$ cat config.mk
export PLATFORM = sky130hd
export DESIGN_NAME = frame_req_sequencer
export DESIGN_NICKNAME = d
export VERILOG_FILES = /design/src/rtl/frame_req_sequencer.sv
export SDC_FILE = /design/constraint.sdc
export NUM_CORES = 1
export LEC_CHECK = 0
export ABC_AREA = 0
export CAP_MARGIN = 20
export CORE_ASPECT_RATIO = 0.7
export CORE_UTILIZATION = 46
export DETAILED_ROUTE_END_ITERATION = 12
export PLACE_DENSITY_LB_ADDON = 0.3
export SYNTH_ARGS = -nofsm -noshare
export SYNTH_HDL_FRONTEND = slang
export SYNTH_SLANG_ARGS = --single-unit
$ cat constraint.sdc
create_clock -name clk -period 2.1 [get_ports clk]
set_input_delay 0.42 -clock clk [delete_from_list [all_inputs] [get_ports clk]]
set_output_delay 0.42 -clock clk [all_outputs]
set_load 0.02 [all_outputs]
$ cat src/rtl/frame_req_sequencer.sv
// Per-frame req/ack scheduler: on each frame tick it walks the enabled client
// channels in ascending order, repeating req/ack rounds until each one terminates.
module frame_req_sequencer #(
  parameter  int N_CH    = 4,
  parameter  int TIMEOUT = 200,
  parameter  int TO_W    = 8,
  localparam int CH_W    = $clog2(N_CH)
) (
  input  logic            clk,
  input  logic            rst_n,
  input  logic            i_cal_frame,
  input  logic            i_game_start,
  input  logic [N_CH-1:0] i_ch_enable,
  output logic [N_CH-1:0] o_req,
  input  logic [N_CH-1:0] i_ack,
  input  logic [N_CH-1:0] i_frame_term,
  output logic [CH_W-1:0] o_cur_ch,
  output logic            o_busy,
  output logic            o_frame_done,
  output logic            o_timeout,
  output logic [CH_W-1:0] o_timeout_ch,
  output logic            o_overrun,
  output logic [15:0]     o_frame_cnt
);

  typedef enum logic [2:0] {IDLE, SCAN, REQ, GAP, DONE} state_e;

  state_e          state_q, state_d;
  logic [N_CH-1:0] pending_q, pending_d;
  logic [TO_W-1:0] to_cnt_q, to_cnt_d;
  logic [CH_W-1:0] cur_ch_q, cur_ch_d;
  logic [N_CH-1:0] req_q, req_d;
  logic            busy_q, busy_d;
  logic            done_q, done_d;
  logic            timeout_q, timeout_d;
  logic [CH_W-1:0] timeout_ch_q, timeout_ch_d;
  logic            overrun_q, overrun_d;
  logic [15:0]     frame_cnt_q, frame_cnt_d;
  logic [CH_W-1:0] lowest;
  logic            timeout_hit;

  always_ff @(posedge clk) begin
    if (!rst_n) begin
      state_q      <= IDLE;
      pending_q    <= '0;
      to_cnt_q     <= '0;
      cur_ch_q     <= '0;
      req_q        <= '0;
      busy_q       <= 1'b0;
      done_q       <= 1'b0;
      timeout_q    <= 1'b0;
      timeout_ch_q <= '0;
      overrun_q    <= 1'b0;
      frame_cnt_q  <= '0;
    end else begin
      state_q      <= state_d;
      pending_q    <= pending_d;
      to_cnt_q     <= to_cnt_d;
      cur_ch_q     <= cur_ch_d;
      req_q        <= req_d;
      busy_q       <= busy_d;
      done_q       <= done_d;
      timeout_q    <= timeout_d;
      timeout_ch_q <= timeout_ch_d;
      overrun_q    <= overrun_d;
      frame_cnt_q  <= frame_cnt_d;
    end
  end

  // Lowest pending channel wins, giving ascending service order.
  always_comb begin
    lowest = '0;
    for (int i = N_CH - 1; i >= 0; i--) begin
      if (pending_q[i]) lowest = CH_W'(i);
    end
  end

  always_comb begin
    state_d     = state_q;
    pending_d   = pending_q;
    to_cnt_d    = to_cnt_q;
    cur_ch_d    = cur_ch_q;
    timeout_hit = 1'b0;
    if (i_game_start) begin
      state_d   = IDLE;
      pending_d = '0;
      to_cnt_d  = '0;
    end else begin
      case (state_q)
        IDLE: begin
          if (i_cal_frame) begin
            pending_d = i_ch_enable;
            to_cnt_d  = '0;
            state_d   = SCAN;
          end
        end
        SCAN: begin
          to_cnt_d = '0;
          if (pending_q == '0) begin
            state_d = DONE;
          end else begin
            cur_ch_d = lowest;
            state_d  = REQ;
          end
        end
        REQ: begin
          // An ack on the terminal count still counts as a response.
          if (i_ack[cur_ch_q]) begin
            to_cnt_d = '0;
            if (i_frame_term[cur_ch_q]) begin
              pending_d[cur_ch_q] = 1'b0;
              state_d             = SCAN;
            end else begin
              state_d = GAP;
            end
          end else if (to_cnt_q == TO_W'(TIMEOUT - 1)) begin
            timeout_hit         = 1'b1;
            to_cnt_d            = '0;
            pending_d[cur_ch_q] = 1'b0;
            state_d             = SCAN;
          end else begin
            to_cnt_d = to_cnt_q + TO_W'(1);
          end
        end
        GAP:     state_d = REQ;
        DONE:    state_d = IDLE;
        default: state_d = IDLE;
      endcase
    end
  end

  // Outputs are derived from the next state so they appear registered in that state.
  always_comb begin
    req_d        = (state_d == REQ) ? (N_CH'(1) << cur_ch_d) : '0;
    busy_d       = (state_d != IDLE);
    done_d       = (state_d == DONE);
    timeout_d    = timeout_hit;
    timeout_ch_d = timeout_hit ? cur_ch_q : timeout_ch_q;
    overrun_d    = i_cal_frame && !i_game_start && (state_q != IDLE);
    frame_cnt_d  = frame_cnt_q;
    if (i_game_start)          frame_cnt_d = '0;
    else if (state_d == DONE)  frame_cnt_d = frame_cnt_q + 16'd1;
  end

  assign o_req        = req_q;
  assign o_cur_ch     = cur_ch_q;
  assign o_busy       = busy_q;
  assign o_frame_done = done_q;
  assign o_timeout    = timeout_q;
  assign o_timeout_ch = timeout_ch_q;
  assign o_overrun    = overrun_q;
  assign o_frame_cnt  = frame_cnt_q;

endmodule

==> results of run 1 <==
through the flow:
step,worst slack [ns],hold slack [ns]
after floorplan,-0.0486,0.465
after global placement,-0.410,0.455
after detailed placement,-0.442,0.460
after CTS,0.0327,0.481
after global routing,0.00335,0.501
final,0.0983,0.474
repair_timing:
action | CTS | global route
endpoints found under the setup margin | 4 | 1
setup buffers | 1 | 0
pin swaps | 1 | 1
cloned | 0 | 0
resized for setup | 3 | 0
flip-flops by register name (all words and copies together) (netlist names):
| name | cells |
|---|---|
| o_busy | 1 |
| o_cur_ch | 2 |
| o_frame_cnt | 16 |
| o_frame_done | 1 |
| o_overrun | 1 |
| o_req | 4 |
| o_timeout | 1 |
| o_timeout_ch | 2 |
| pending_q | 4 |
| state_q | 3 |
| to_cnt_q | 8 |
power groups by stage:
stage | logic [µW] | clock network (µW) | registers [µW]
after global routing | 154 | 818 | 825
after detailed placement | 141 | 0 | 843
final | 143 | 769 | 824
after CTS | 141 | 781 | 824
after global placement | 139 | 0 | 843
after floorplan | 66.6 | 0 | 847
cell families after synthesis:
kind of cell	Yosys count	share of synthesized area, %
AO/OA/AOI/OAI	54	17.2
adder cells (fa/ha/maj)	2	1.19
multiplexers	7	4.58
XOR/XNOR	10	4.16
buffers and inverters	25	5.11
flip-flops	43	40.9
AND/OR/NAND/NOR	105	26.9
synthesized netlist by cell type (2+ instances only):
library cell	n	area share, %
a221oi_1	2	0.83
inv_1	10	1.8
o22a_1	2	0.83
or4_1	4	1.4
nor4_1	4	1.2
mux2i_1	4	1.9
and4_1	2	0.83
o31ai_1	3	1.1
ha_1	2	1.2
a31oi_1	2	0.59
nand4_1	7	2.1
xor2_1	3	1.2
nor2_1	22	3.9
dfxtp_1	43	41
nand2_1	22	3.9
nor2b_1	2	0.59
clkbuf_1	9	1.6
buf_2	5	1.2
a211oi_1	4	1.4
nor3_1	10	2.4
a32oi_1	4	1.7
o22ai_1	6	1.8
xnor2_1	7	2.9
mux4_2	2	2.1
a21oi_1	14	3.3
nor3b_1	2	0.71
nand2b_1	5	1.5
o21ai_0	8	1.9
or3_1	6	1.8
nand3_1	4	0.95
and2_1	7	2.1
o21a_1	2	0.71
area by class of cell:
type	count	share of cell area (%)
multi-input combinational	178	39.4
sequential	43	29.4
timing repair buffer	75	22.9
clock buffer	5	2.35
tap	55	2.35
clock inverter	3	2.31
inverter	10	1.28
metal layers:
metal | GRT usage, % | vias up
li1 | - | 1040
met1 | 31.5 | 982
met2 | 35.1 | 88
met3 | 4.63 | 8
met4 | 6.65 | 0
met5 | 0 | -
cell usage in the layout, fill, tap and decap left out, types with 4 or more instances in the layout:
cell / Yosys / routed
dfxtp_1: 43 / 42
buf_4: 0 / 32
nand3_1: 4 / 4
or3_1: 6 / 6
nor3_1: 10 / 10
xnor2_1: 7 / 7
inv_1: 10 / 10
and2_1: 7 / 7
a32oi_1: 4 / 4
nand2_1: 22 / 22
nand2b_1: 5 / 5
o22ai_1: 6 / 6
clkdlybuf4s50_1: 0 / 42
a211oi_1: 4 / 4
mux2i_1: 4 / 4
nor2_1: 22 / 22
o21ai_0: 8 / 8
clkbuf_8: 0 / 5
nand4_1: 7 / 7
a21oi_1: 14 / 13
worst max-delay path, cell delays in order, from the launching register on:
cell,delay [ns]
dfxtp_2,0.33
or4_1,0.54
or4_4,0.59
or3_1,0.36
a21oi_1,0.12
final timing paths:
| check | start | to | depth (start not counted) |
|---|---|---|---|
| setup / recovery | pending_q[3]$_SDFFE_PP0P_ | o_frame_cnt[14]$_SDFFE_PP0P_ | 4 |
| hold / removal | o_frame_cnt[15]$_SDFFE_PP0P_ | o_frame_cnt[15]$_SDFFE_PP0P_ | 2 |
| setup reg to reg | pending_q[3]$_SDFFE_PP0P_ | o_frame_cnt[14]$_SDFFE_PP0P_ | 4 |
| hold reg to reg | o_frame_cnt[15]$_SDFFE_PP0P_ | o_frame_cnt[15]$_SDFFE_PP0P_ | 2 |
==> out/results.txt, run 1 <==
status: completed
Sum Neg Setup Slack: 0 ns
Placed Cells incl. Taps: 360
final cell count without fillers: 369
met2 WL: 2.27 mm
Via density: 5.74
syn nets: 264
combinational power share: 8.2%
Worst-path clk slew: 0.09 ns
Worst EP arrival: 2.23 ns
post-synth cell types: 49
CP Capture Type: flip-flop
PwrDens: 592 mW/mm²
Synth Area per Inst: 8.56 µm²
Final Hold Viols: 0
Clock Latency Late Sink: 0.30 ns
die height: 58.6 µm
share of cells above drive strength 1: 16.6%
WL final: 5.15 mm
NetSw: 369 µW
synthesized flop and latch total: 43
main flop type after synthesis: dfxtp_1
first-pass GRT wire length: 8.67 mm
DP Area: 0.00278 mm²
final worst-path cycle share: 95.3%
number of clock sinks: 43
wire length on met3: 387 µm
MaxCap Viol Count: 0
Seq. cell area: 862 µm²
wire length per cell: 13.9 µm
clk root buf: clkbuf_8
worst path required time: 2.33 ns
n_diodes: 0
Final min period: 2.00 ns
Die W: 82.9 µm
P_int: 1370 µW
initial antenna violation count: 0
DP HPWL: 3.76 mm
maximum clock rate: 500 MHz
gr ovfl total: 0
Slew headroom: 64.4%
Total Power: 1740 µW
GP Congestion: 0.869
Final Setup Violations: 0
Worst-Margin Slew: 0.528 ns
wl on met1: 2.43 mm
Initial DRT Pass Iterations: 4
ys async rst share: 0%
Port Buf Inserts: 43
Synth Instances: 246
hold crit path type: flip-flop to flip-flop
row cnt: 20
crit-path max FO: 7
total CTS buffers: 5
number of global-route vias before repair: 1,851
final core utilization: 67.3%
worst vdd ir: 0.000493 V
P_leak: 0.00101 µW
Setup Crit Path Kind: flip-flop to flip-flop
via count: 2,118
register area share after synthesis: 40.9%
Clock Skew: 0.00652 ns
core area: 0.00435 mm²
yosys warns: 0
post-route ant nets: 0
Iter 0 DRT Violations: 123
Fill cells: 369
Clock Path Buffers: 2
DR top layer: met4
synthesis-to-finish area growth: 39.1%
Reg2Reg Setup Slack: 0.1 ns
Worst setup SP type: flip-flop
initial core utilization: 48.4%
nets@finish: 331
GRT Util Overall: 22.4%
TritonCTS clock tree: done
Sw Share: 21.3%
Clk network pwr share: 44.3%
max-slew violations: 0
largest net degree at the start of global routing: 30
cell area after synthesis: 0.00211 mm²
area of the multi-input gates: 0.00115 mm²
post-route cell area: 0.00293 mm²
Post-synth EDFFs: 0
Reg power frac: 47.5%
residual DRC count: 0
RSZ-0062 raised after global routing: no
Post-CTS Hold Buffers: 0
I/O pin count: 44
die area: 0.00486 mm²
htree depth: 2
Power figures use the tool's default switching activity.
==> run 2, diff against run 1 <==
--- a/config.mk
+++ b/config.mk
@@ -10,7 +10,7 @@
 export CORE_ASPECT_RATIO = 0.7
 export CORE_UTILIZATION = 46
 export DETAILED_ROUTE_END_ITERATION = 12
-export PLACE_DENSITY_LB_ADDON = 0.3
+export PLACE_DENSITY = 0.82
 export SYNTH_ARGS = -nofsm -noshare
 export SYNTH_HDL_FRONTEND = slang
 export SYNTH_SLANG_ARGS = --single-unit
==> run 2 against run 1 <==
Against the previous run: clock power decreased by 22%; sequential power about the same; combinational power about the same; worst hold slack got worse by 0.0054 ns; via count decreased by 3.2%; global-route usage decreased by 0.052 points; clock skew increased by 0.0017 ns; highest routed layer unchanged; die area unchanged; critical endpoint unchanged; fmax increased by 0.27%; routed wire length decreased by 1.5%; final area decreased by 1.3%; non-clock buffer count decreased by 3.
==> out/results.txt, run 2 (synthesized netlist as in run 1, its figures left out) <==
Worst-Margin Slew: 0.491 ns (-0.0371 ns)
initial core utilization: 48.4% (unchanged)
Setup Crit Path Kind: input port to flip-flop
worst vdd ir: 0.000557 V (+13%)
htree depth: 2 (unchanged)
CP startpoint: i_game_start
RSZ-0062 raised after global routing: no
pre-CTS WS: -0.432 ns (+0.00987 ns)
Worst EP arrival: 2.24 ns (about the same)
number of clock sinks: 43 (unchanged)
worst r2r dst: o_frame_cnt[14]$_SDFFE_PP0P_
Slew headroom: 67.0% (+2.5 points)
gr ovfl total: 0 (unchanged)
final cell count without fillers: 366 (-0.81%)
CP max-delay cell: or4_4
n_diodes: 0 (unchanged)
Worst Slack Setup Final: 0.104 ns (+0.00534 ns)
share of cells above drive strength 1: 16.1% (-0.48 points)
synthesis-to-finish area growth: 37.3%
Seq. cell area: 862 µm² (unchanged)
crit-path max cell delay: 0.59 ns (about the same)
FF-to-FF Start: state_q[1]$_SDFF_PN0_
clk root buf: clkbuf_8
largest net degree at the start of global routing: 17 (-43%)
area of the multi-input gates: 0.00117 mm² (+1.4%)
commonest cells after routing, fill and taps aside: clkdlybuf4s50_1, dfxtp_1, buf_4
Worst setup SP type: input port
Placed Cells incl. Taps: 357 (-0.83%)
Clock Path Buffers: 2 (unchanged)
final core utilization: 66.4% (-0.89 points)
hold crit path type: flip-flop to flip-flop
maximum clock rate: 501 MHz (+0.27%)
GP Congestion: 0.888 (+2.2%)
Total Power: 1560 µW (-10%)
GRT Util Overall: 22.3% (-0.052 points)
die height: 58.6 µm (unchanged)
wire length per cell: 13.9 µm (-0.69%)
hold depth: 2 (unchanged)
total CTS buffers: 5 (unchanged)
Final Hold Viols: 0 (unchanged)
Fill cells: 366 (-0.81%)
Post-CTS Hold Buffers: 0 (unchanged)
worst path required time: 2.34 ns (about the same)
die area: 0.00486 mm² (unchanged)
Critical Path Sink: o_frame_cnt[14]$_SDFFE_PP0P_
MaxCap Viol Count: 0 (unchanged)
PwrDens: 540 mW/mm² (-8.8%)
DP HPWL: 3.68 mm (-2.0%)
residual DRC count: 0 (unchanged)
Clock Latency Late Sink: 0.30 ns (about the same)
via count: 2,050 (-3.2%)
TritonCTS clock tree: done
status: completed
Die W: 82.9 µm (unchanged)
final worst-path cycle share: 95.1% (-0.25 points)
nets@finish: 328 (-0.91%)
Final Setup Violations: 0 (unchanged)
post-route ant nets: 0 (unchanged)
number of global-route vias before repair: 1,820 (-1.7%)
P_leak: 0.000986 µW (-2.6%)
Sum Neg Setup Slack: 0 ns (unchanged)
I/O pin count: 44 (unchanged)
crit-path cells: dlygate4sd2_1, or4b_4, or4_4, or3_1, a21oi_1
CP Capture Type: flip-flop
WL final: 5.07 mm (-1.5%)
Worst-path clk slew: 0.09 ns (about the same)
FF-to-FF path depth: 4 (unchanged)
Largest register FFs: 16 (unchanged)
Final min period: 2.00 ns (-0.00534 ns)
first-pass GRT wire length: 8.53 mm (-1.6%)
Port Buf Inserts: 43 (unchanged)
initial antenna violation count: 0 (unchanged)
Via density: 5.60 (-2.4%)
Reg2Reg Setup Slack: 0.10 ns (about the same)
row cnt: 20 (unchanged)
max-slew violations: 0 (unchanged)
Clock Skew: 0.00818 ns (+0.00166 ns)
core area: 0.00435 mm² (unchanged)
Iter 0 DRT Violations: 112 (-8.9%)
Initial DRT Pass Iterations: 5 (+1)
crit-path max FO: 8 (+1)
## run 2: layer usage
| metal | up-vias | routed length [µm] | track usage, % |
|---|---|---|---|
| met5 | - | 0 | 0 |
| met4 | 0 | 57 | 7.64 |
| met3 | 6 | 349 | 6.17 |
| met2 | 70 | 2270 | 35.0 |
| met1 | 948 | 2400 | 30.2 |
| li1 | 1026 | - | - |
## run 2: area by class of cell
cell class / count / share of cell area [%]
clock buffers: 7 / 3.33
clock inverters: 1 / 0.260
inverters: 10 / 1.30
multi-input cells: 178 / 40.5
flip-flops and latches: 43 / 29.8
well taps: 55 / 2.38
repair buffers: 72 / 22.4
## run 2: through the flow
stage / area, µm² / hold WS, ns
6_report: 2890 / 0.468
5_1_grt: 2890 / 0.498
4_1_cts: 2870 / 0.479
3_3_place_gp: 2760 / 0.451
3_5_place_dp: 2760 / 0.460
2_1_floorplan: 2130 / 0.465
## run 2: where the power goes
part / switching, µW / internal [µW] / leakage, µW
clock: 296 / 299 / 0.0000505
combinational: 71.0 / 69.8 / 0.000588
sequential: 3.60 / 821 / 0.000347
## run 2: how the worst min path moves through the flow
stage	startpoint	end	slack, ns
3_3_place_gp	o_timeout_ch[0]$_SDFFE_PN0P_	o_timeout_ch[0]$_SDFFE_PN0P_	0.45
5_1_grt	o_timeout_ch[1]$_SDFFE_PN0P_	o_timeout_ch[1]$_SDFFE_PN0P_	0.50
4_1_cts	o_timeout_ch[1]$_SDFFE_PN0P_	o_timeout_ch[1]$_SDFFE_PN0P_	0.48
3_5_place_dp	o_timeout_ch[0]$_SDFFE_PN0P_	o_timeout_ch[0]$_SDFFE_PN0P_	0.46
6_report	o_timeout_ch[1]$_SDFFE_PN0P_	o_timeout_ch[1]$_SDFFE_PN0P_	0.47
2_1_floorplan	to_cnt_q[7]$_SDFFE_PP0P_	to_cnt_q[7]$_SDFFE_PP0P_	0.46
## run 2: worst max-delay path, delay by kind of cell
kind	cells	cell delay (ns)
AO/OA/AOI/OAI	1	0.12
buffers and inverters	1	0.25
AND/OR/NAND/NOR	3	1.45
## run 2: what timing repair did
item / CTS / global route
gates resized for setup: 2 / 3
pin swaps: 2 / 0
endpoints found under the setup margin: 4 / 2
buffers inserted: 1 / 0
